[config.mk]
export PLATFORM = sky130hd
export DESIGN_NAME = keyboard
export DESIGN_NICKNAME = d
export VERILOG_FILES = /design/src/rtl/keyboard.sv
export SDC_FILE = /design/constraint.sdc
export NUM_CORES = 1
export LEC_CHECK = 0
export CORE_MARGIN = 2
export CORE_UTILIZATION = 35
export DETAILED_ROUTE_END_ITERATION = 10
export SLEW_MARGIN = 20
export SYNTH_ARGS = -nofsm -noshare
export SYNTH_HDL_FRONTEND = slang
export SYNTH_SLANG_ARGS = --single-unit
[constraint.sdc]
create_clock -name clk -period 5.1 [get_ports clk]
set_input_delay 0.51 -clock clk [delete_from_list [all_inputs] [get_ports clk]]
set_output_delay 0.51 -clock clk [all_outputs]
set_load 0.005 [all_outputs]
[src/rtl/keyboard.sv]
// Purpose: 4x4 active-low matrix keypad scanner with sweep-level debounce and a one-shot valid/ready press event.
// Latency: press to key_valid is at most (DEBOUNCE_SWEEPS+1)*4 scan ticks plus 3 clk cycles.
// Backpressure: key_valid/pressed_index hold until key_valid && key_ready; presses that stabilise meanwhile are dropped.
// Optional build macro KEYBOARD_GHOST_REJECT_EN: a sweep with more than one key down counts as "no key".
module keyboard #(
  parameter int DEBOUNCE_SWEEPS = 3
) (
  input  logic       clk,
  input  logic       rst_n,
  input  logic       scan_clk,
  input  logic       en,
  input  logic [3:0] keyboard_row,
  output logic [3:0] keyboard_col,
  output logic       key_valid,
  input  logic       key_ready,
  output logic [3:0] pressed_index
);

  localparam int CW = $clog2(DEBOUNCE_SWEEPS + 1);
  localparam logic [CW-1:0] CNT_MAX = CW'(DEBOUNCE_SWEEPS);

  // scan_clk synchronizer and edge-detect history
  logic       sync1_q, sync1_d;
  logic       sync2_q, sync2_d;
  logic       sync3_q, sync3_d;
  // column drive
  logic [1:0] col_q, col_d;
  logic [3:0] col_drv_q, col_drv_d;
  // per-sweep accumulator
  logic       acc_vld_q, acc_vld_d;
  logic [3:0] acc_idx_q, acc_idx_d;
  // debounce history
  logic          prev_vld_q, prev_vld_d;
  logic [3:0]    prev_idx_q, prev_idx_d;
  logic [CW-1:0] cnt_q, cnt_d;
  // event control
  logic       armed_q, armed_d;
  logic       skip_q, skip_d;
  logic       key_valid_q, key_valid_d;
  logic [3:0] pressed_index_q, pressed_index_d;

  logic       scan_tick;
  logic       row_hit;
  logic [1:0] row_num;
  logic [3:0] samp_idx;
  logic       merged_vld;
  logic [3:0] merged_idx;
  logic       sweep_vld;
  logic       sweep_same;
`ifdef KEYBOARD_GHOST_REJECT_EN
  logic       acc_multi_q, acc_multi_d;
  logic       row_multi;
  logic       merged_multi;
`endif

  assign scan_tick     = sync2_q & ~sync3_q;
  assign keyboard_col  = col_drv_q;
  assign key_valid     = key_valid_q;
  assign pressed_index = pressed_index_q;

  // Decode the sampled row code and merge it into this sweep's lowest-index result
  always_comb begin
    row_hit = 1'b1;
    row_num = 2'd0;
    if (!keyboard_row[3])      row_num = 2'd0;
    else if (!keyboard_row[2]) row_num = 2'd1;
    else if (!keyboard_row[1]) row_num = 2'd2;
    else if (!keyboard_row[0]) row_num = 2'd3;
    else                       row_hit = 1'b0;
    samp_idx   = {row_num, col_q};
    merged_vld = acc_vld_q | row_hit;
    merged_idx = acc_idx_q;
    if (row_hit && (!acc_vld_q || (samp_idx < acc_idx_q))) merged_idx = samp_idx;
`ifdef KEYBOARD_GHOST_REJECT_EN
    // two rows in one column, or hits in two different columns
    row_multi    = ($countones(~keyboard_row) > 1);
    merged_multi = acc_multi_q | row_multi | (row_hit & acc_vld_q);
    sweep_vld    = merged_vld & ~merged_multi;
`else
    sweep_vld    = merged_vld;
`endif
    sweep_same = (sweep_vld == prev_vld_q) && (!sweep_vld || (merged_idx == prev_idx_q));
  end

  // Next-state: scan advance, sweep debounce, press event and handshake
  always_comb begin
    sync1_d         = scan_clk;
    sync2_d         = sync1_q;
    sync3_d         = sync2_q;
    col_d           = col_q;
    acc_vld_d       = acc_vld_q;
    acc_idx_d       = acc_idx_q;
    prev_vld_d      = prev_vld_q;
    prev_idx_d      = prev_idx_q;
    cnt_d           = cnt_q;
    armed_d         = armed_q;
    skip_d          = skip_q;
    key_valid_d     = key_valid_q;
    pressed_index_d = pressed_index_q;
`ifdef KEYBOARD_GHOST_REJECT_EN
    acc_multi_d     = acc_multi_q;
`endif

    if (key_valid_q && key_ready) key_valid_d = 1'b0;

    if (!en) begin
      key_valid_d = 1'b0;
      acc_vld_d   = 1'b0;
      acc_idx_d   = 4'd0;
      prev_vld_d  = 1'b0;
      prev_idx_d  = 4'd0;
      cnt_d       = '0;
      armed_d     = 1'b1;
`ifdef KEYBOARD_GHOST_REJECT_EN
      acc_multi_d = 1'b0;
`endif
      // column counter holds, so the first sweep after re-enable may be partial
      if (col_q != 2'd0) skip_d = 1'b1;
    end else if (scan_tick) begin
      col_d = col_q + 2'd1;
      if (col_q != 2'd3) begin
        acc_vld_d   = merged_vld;
        acc_idx_d   = merged_idx;
`ifdef KEYBOARD_GHOST_REJECT_EN
        acc_multi_d = merged_multi;
`endif
      end else begin
        acc_vld_d   = 1'b0;
        acc_idx_d   = 4'd0;
`ifdef KEYBOARD_GHOST_REJECT_EN
        acc_multi_d = 1'b0;
`endif
        if (skip_q) begin
          skip_d = 1'b0;
        end else begin
          if (!sweep_same)          cnt_d = CW'(1);
          else if (cnt_q != CNT_MAX) cnt_d = cnt_q + CW'(1);
          prev_vld_d = sweep_vld;
          prev_idx_d = merged_idx;
          if (cnt_d == CNT_MAX) begin
            if (!sweep_vld) begin
              armed_d = 1'b1;
            end else if (armed_q) begin
              armed_d = 1'b0;
              // a press that stabilises while an event is pending is dropped
              if (!key_valid_q) begin
                key_valid_d     = 1'b1;
                pressed_index_d = merged_idx;
              end
            end
          end
        end
      end
    end
  end

  // Column drive tracks the next column so it is settled before the next tick samples it
  always_comb begin
    col_drv_d = en ? ~(4'b1000 >> col_d) : 4'b1111;
  end

  // State registers
  always_ff @(posedge clk or negedge rst_n) begin
    if (!rst_n) begin
      sync1_q         <= 1'b0;
      sync2_q         <= 1'b0;
      sync3_q         <= 1'b0;
      col_q           <= 2'd0;
      col_drv_q       <= 4'b1111;
      acc_vld_q       <= 1'b0;
      acc_idx_q       <= 4'd0;
      prev_vld_q      <= 1'b0;
      prev_idx_q      <= 4'd0;
      cnt_q           <= '0;
      armed_q         <= 1'b1;
      skip_q          <= 1'b0;
      key_valid_q     <= 1'b0;
      pressed_index_q <= 4'd0;
`ifdef KEYBOARD_GHOST_REJECT_EN
      acc_multi_q     <= 1'b0;
`endif
    end else begin
      sync1_q         <= sync1_d;
      sync2_q         <= sync2_d;
      sync3_q         <= sync3_d;
      col_q           <= col_d;
      col_drv_q       <= col_drv_d;
      acc_vld_q       <= acc_vld_d;
      acc_idx_q       <= acc_idx_d;
      prev_vld_q      <= prev_vld_d;
      prev_idx_q      <= prev_idx_d;
      cnt_q           <= cnt_d;
      armed_q         <= armed_d;
      skip_q          <= skip_d;
      key_valid_q     <= key_valid_d;
      pressed_index_q <= pressed_index_d;
`ifdef KEYBOARD_GHOST_REJECT_EN
      acc_multi_q     <= acc_multi_d;
`endif
    end
  end

endmodule

== Word level (Yosys, flattened, before mapping) ==
Cells that the tools add are included.

* Flip-flop bits (word level): 28
* Bits of input ports: 9
* Logic and storage cells: 102

* Add/sub/neg operators: 2
* $lt $le $gt $ge: 1
* Eq/ne operators: 9
* Shift-type cells: 1
* Multiplexer cells: 55
* Bitwise operators: 7
* Reductions and logical operators: 13

{| class="wikitable"
|+ Operator list
! operator !! count
|-
| 2-to-1 mux 4 bit || 9
|-
| 2-to-1 mux 2 bit || 16
|-
| 2-to-1 mux 1 bit || 30
|-
| inequality test 2 bit (second input constant) || 4
|-
| AND reduction 8 bit || 1
|-
| AND reduction 3 bit || 2
|-
| adder 2 x 1 -> 2 bit (second input constant) || 2
|-
| equality test 4 bit || 1
|-
| less-than comparator 4 bit || 1
|-
| inequality test 2 x 1 -> 1 bit (second input constant) || 2
|-
| NOT 1 bit || 4
|-
| NOT 4 bit || 1
|-
| AND reduction 4 bit || 1
|-
| nonzero test 2 bit || 2
|-
| >> shifter 4 x 2 -> 4 bit (first input constant) || 1
|-
| logical AND 1 bit || 3
|-
| equality test 2 bit (second input constant) || 1
|-
| logical NOT 1 bit || 2
|-
| logical OR 1 bit || 2
|-
| bitwise AND 1 bit || 1
|-
| equality test 1 bit || 1
|-
| bitwise OR 1 bit || 1
|}

== Logic depth before layout (Yosys ltp) ==
* Depth after elaboration: 22
* Gate-level depth with buffers: 10

== Least setup slack after synthesis ==
OpenSTA, ideal clock, no wires.

* Path kind: input to register
* Start: in keyboard_row[0]
* End: reg cnt_q[0]
* Setup time: 0.124 ns
* Arrival time: 2.616 ns
* Slack: 2.360 ns
* Stages on the path: 10
* Buffers on the path: 0
* Cells stage by stage: nand2b_1 a21boi_1 ha_1 o211ai_1 o21ai_2 a21boi_4 mux2i_1 xnor2_1 or3b_1 o31a_1

* Longest elaborated chain between the ends: 20
* Elaborated cells on any way between the ends: 27
* Those cells by class: 1 x order compare; 2 x eq/ne; 18 x mux; 1 x bitwise; 5 x reduce/logical

{| class="wikitable"
|+ Ends and longest elaborated chain
! item !! RTL line !! source
|-
| start, declared || 12 || <nowiki>input logic [3:0] keyboard_row,</nowiki>
|-
| 2-to-1 mux 2 bit || 68 || <nowiki>else if (!keyboard_row[0]) row_num = 2'd3;</nowiki>
|-
| 2-to-1 mux 2 bit || 67 || <nowiki>else if (!keyboard_row[1]) row_num = 2'd2;</nowiki>
|-
| 2-to-1 mux 2 bit || 66 || <nowiki>else if (!keyboard_row[2]) row_num = 2'd1;</nowiki>
|-
| 2-to-1 mux 2 bit || 65 || <nowiki>if (!keyboard_row[3]) row_num = 2'd0;</nowiki>
|-
| less-than comparator 4 bit || 73 || <nowiki>if (row_hit && (!acc_vld_q || (samp_idx < acc_idx_q))) merged_idx = samp_idx;</nowiki>
|-
| logical OR 1 bit || 73 ||
|-
| logical AND 1 bit || 73 ||
|-
| 2-to-1 mux 4 bit || 73 ||
|-
| [4 not listed] || - ||
|-
| 2-to-1 mux 2 bit (*) || 133 || <nowiki>if (skip_q) begin</nowiki>
|-
| 2-to-1 mux 2 bit (*) || 121 || <nowiki>if (col_q != 2'd3) begin</nowiki>
|-
| 2-to-1 mux 2 bit (*) || 119 || <nowiki>end else if (scan_tick) begin</nowiki>
|-
| 2-to-1 mux 2 bit (*) || 106 || <nowiki>if (!en) begin</nowiki>
|-
| 2-to-1 mux 2 bit (*) || 133 ||
|-
| 2-to-1 mux 2 bit (*) || 121 ||
|-
| 2-to-1 mux 2 bit (*) || 119 ||
|-
| 2-to-1 mux 2 bit (*) || 106 ||
|-
| end signal, assigned || 192 || <nowiki>cnt_q <= cnt_d;</nowiki>
|-
| end, declared || 35 || <nowiki>logic [CW-1:0] cnt_q, cnt_d;</nowiki>
|}

Mark *: on every way between the ends. The rest lies on a longest branch, timed or not. The select of a mux whose other input is x is not followed.
A chain may end at the register's enable or synchronous reset.

== Worst setup path after layout ==
* Start: in keyboard_row[0]
* End: reg pressed_index_q[1] (netlist: pressed_index[1])

* Longest elaborated chain between the ends: 18
* Elaborated cells on any way between the ends: 25
* Those cells by class: 1 x order compare; 3 x eq/ne; 14 x mux; 1 x bitwise; 6 x reduce/logical

{| class="wikitable"
|+ Ends and longest elaborated chain
! item !! RTL line !! source
|-
| 2-to-1 mux 2 bit || 68 ||
|-
| 2-to-1 mux 2 bit || 67 ||
|-
| 2-to-1 mux 2 bit || 66 ||
|-
| 2-to-1 mux 2 bit || 65 ||
|-
| less-than comparator 4 bit || 73 ||
|-
| logical OR 1 bit || 73 ||
|-
| logical AND 1 bit || 73 ||
|-
| 2-to-1 mux 4 bit || 73 ||
|-
| [2 not listed] || - ||
|-
| logical AND 1 bit || 82 || <nowiki>sweep_same = (sweep_vld == prev_vld_q) && (!sweep_vld || (merged_idx == prev_idx_q));</nowiki>
|-
| 2-to-1 mux 2 bit || 136 || <nowiki>if (!sweep_same) cnt_d = CW'(1);</nowiki>
|-
| 2-to-1 mux 2 bit || 133 ||
|-
| 2-to-1 mux 2 bit || 121 ||
|-
| 2-to-1 mux 2 bit || 119 ||
|-
| 2-to-1 mux 2 bit || 106 ||
|-
| equality test 2 bit || 140 || <nowiki>if (cnt_d == CNT_MAX) begin</nowiki>
|-
| AND reduction 8 bit (no source line) || - ||
|-
| end signal, assigned || 196 || <nowiki>pressed_index_q <= pressed_index_d;</nowiki>
|-
| end, declared || 40 || <nowiki>logic [3:0] pressed_index_q, pressed_index_d;</nowiki>
|}

Several ways; a longest one is shown, not always the timed one. The select of a mux whose other input is x is not followed.

==> impl_metrics.yaml <==
drt:
  avgViaCountPerCell: 5.024
  route.vias.total: 1030
  postRouteAntennaNets: 0
  routedWlPerCell_um: 13.20
  routed_wl_mm: 2.707
  drtPass1Iterations: 4
  remaining_drc_errors: 0
  drtIter0Drc: 16
global_route:
  grt_use_total_pct: 13.74
  grt_pass1_wl_mm: 4.843
  grt_pass1_vias: 1065
  grt_max_degree: 29
  antenna_found_initial: 0
  overflow: 0
sta:
  hold_viol_final: 0
  fin_crit_ps: 3190
  worstMarginPinSlew_ps: 659.7
  final.setup.tns_ps: 0
  fin_crit_sh_pct: 62.54
  holdWs_ps: 356.9
  finalWorstSetupSlack_ps: 1910
  setup_viol: 0
  worst_clock_skew_ps: 1.532
  maxSlewViolCount: 0
  fmax_mhz: 313.5
  relSlewSlack_pct: 55.88
  rsz0062_at_grt: "false"
worst_setup_path:
  crit_fanout: 8
  crit_type: "in -> reg"
  worst_setup_path_end_kind: "register"
  cp.depth: 11
  path_cells: "clkdlybuf4s50_1 -> nand2b_1 -> a21boi_1 -> ha_1 -> o211ai_1 -> o21ai_2 -> a21boi_4 -> mux2i_1 -> xnor2_1 -> and4bb_4 -> mux2_1"
  crit_path_start: "keyboard_row[0]"
  arrival_ps: 3340
  r2r-end: "pressed_index[1]"
  worst_setup_path_start_kind: "input port"
  crit_buf_inv: 1
  max_stage_delay_ps: 460
  critical_path_required_ps: 5260
  cpLargestDelayFamily: "compound AO/OA/AOI/OAI gates"
  ff2ff_path_depth: 8
  cp_slowest_cell: "clkdlybuf4s50_1"
  rrSetupSlack_ps: 2480
  r2r_start: "col_q[1]"
  endpoint: "pressed_index[1]"
die:
  initial_utilization_pct: 36.20
  num_rows: 23
  ios: 18
  die_h_um: 68.09
  core-area_mm2: 0.003971
  die_x_um: 68.09
  die_area_mm2: 0.004636
layout:
  area_growth_pct: 19.76
  antenna_cells: 0
  finalNetCount: 170
  utilization_pct: 43.35
  fin_cells: 205
  drive_gt1_share_pct: 11.61
  finish.instance_area_mm2: 0.001722
  fillCellCount: 377
placement:
  port-buffer-count: 17
  dp.cells: 201
  placed_area_mm2: 0.001667
  hpwl_mm: 2.135
  dp_slack_ps: 1599
  gp_congestion: 0.8208
cts:
  htree_levels: 1
  cts_resized: 0
  clk_path_buf_depth: 2
  numCtsBuffers: 3
  post_cts_buffers: 0
  cts-root-buf: "clkbuf_8"
  clk_pin_slew_ps: 90
  cts_tree: "built"
  cts_hold_buf: 0
  insertion_delay_ps: 270
  cts.sinks: 28
synthesis:
  ys_seq_elements: 28
  synth_top_area_share_pct: 40.03
  syn_avg_cell_area_um2: 10.57
  synthFlopType: "dfrtp_1"
  async_flop_share_pct: 100.0
  synth.yosys.seq_area_share_pct: 49.17
  synth_top_cell_by_area: "dfrtp_1"
  syn_inst: 136
  synth_area_mm2: 0.001438
  yosysMostFrequentCell: "dfrtp_1"
  ys_types: 42
  synth_common_cells: "dfrtp_1 (23), nand2_1 (15), inv_1 (9), nor2b_1 (9), nor2_1 (7)"
  syn_nets: 150
  synth-edff-count: 0
  ys_warn_count: 0
  synth_area_leaders: "dfrtp_1 (40%), dfstp_2 (9.1%), ha_1 (4.4%)"
flow_run:
  drv_cap: 0
power:
  p_leak_nw: 0.7676
  power_density_mw_per_mm2: 334.6
  total_power_uw: 576.1
  ir_drop_v: 0.0001957
status:
  outcome: "complete, no violations"
worst_hold_path:
  hold_class: "reg -> reg"
-- cell type report --
cell class,count,area [um^2],share of cell area (%)
inverter,9,33.78,1.962
multi-input combinational,96,685.7,39.83
tap,50,62.56,3.634
clock buffer,4,55.05,3.198
timing repair buffer,18,177.7,10.32
sequential,28,706.9,41.06
-- routing by layer --
layer,wire length (um),global-route usage (%),vias to the layer above
met4,36,4.500,0
li1,-,-,513
met2,1243,21.84,14
met5,0,0,-
met3,107,2.796,4
met1,1320,18.71,499
-- power breakdown --
| group | internal [mW] | switching (mW) |
|---|---|---|
| clock | 0.0690 | 0.0640 |
| sequential | 0.255 | 0.0290 |
| combinational | 0.0759 | 0.0830 |
| total | 0.400 | 0.176 |
-- flip-flops by register name (all words and copies together) (netlist names) --
register	cells
acc_idx_q	4
keyboard_col	4
pressed_index	4
prev_idx_q	4
cnt_q	2
col_q	2
acc_vld_q	1
armed_q	1
key_valid	1
prev_vld_q	1
skip_q	1
sync1_q	1
sync2_q	1
sync3_q	1
-- how the worst min path moves through the flow --
stage                       start           end  slack [ps]  cells past startpoint
after floorplan             rst_n  acc_idx_q[0]         210                      0
after global placement    sync1_q       sync2_q         340                      0
after detailed placement  sync1_q       sync2_q         340                      0
after CTS                 sync1_q       sync2_q         360                      0
after global routing      sync1_q       sync2_q         380                      0
final                     sync1_q       sync2_q         360                      0
-- layout by cell type, fill, tap and decap left out, types with 5 or more instances in the layout --
master and count:
nor2b_1 9, dfstp_2 5, nand2_1 15, nor2_1 7, dfrtp_1 23, xnor2_1 5, clkdlybuf4s50_1 17, ha_1 5
inv_1 9
-- cell families after synthesis --
family                     Yosys count  synth area share, %
xor gates and xnor gates             5                3.046
muxes                                8                6.005
DFF                                 28                49.17
adders and majority gates            5                4.352
AOI/OAI and AO/OA                   27                14.88
buffers and inverters               12                3.133
and+or+nand+nor                     51                19.41
Note: power is estimated with default switching activity, not from simulation.
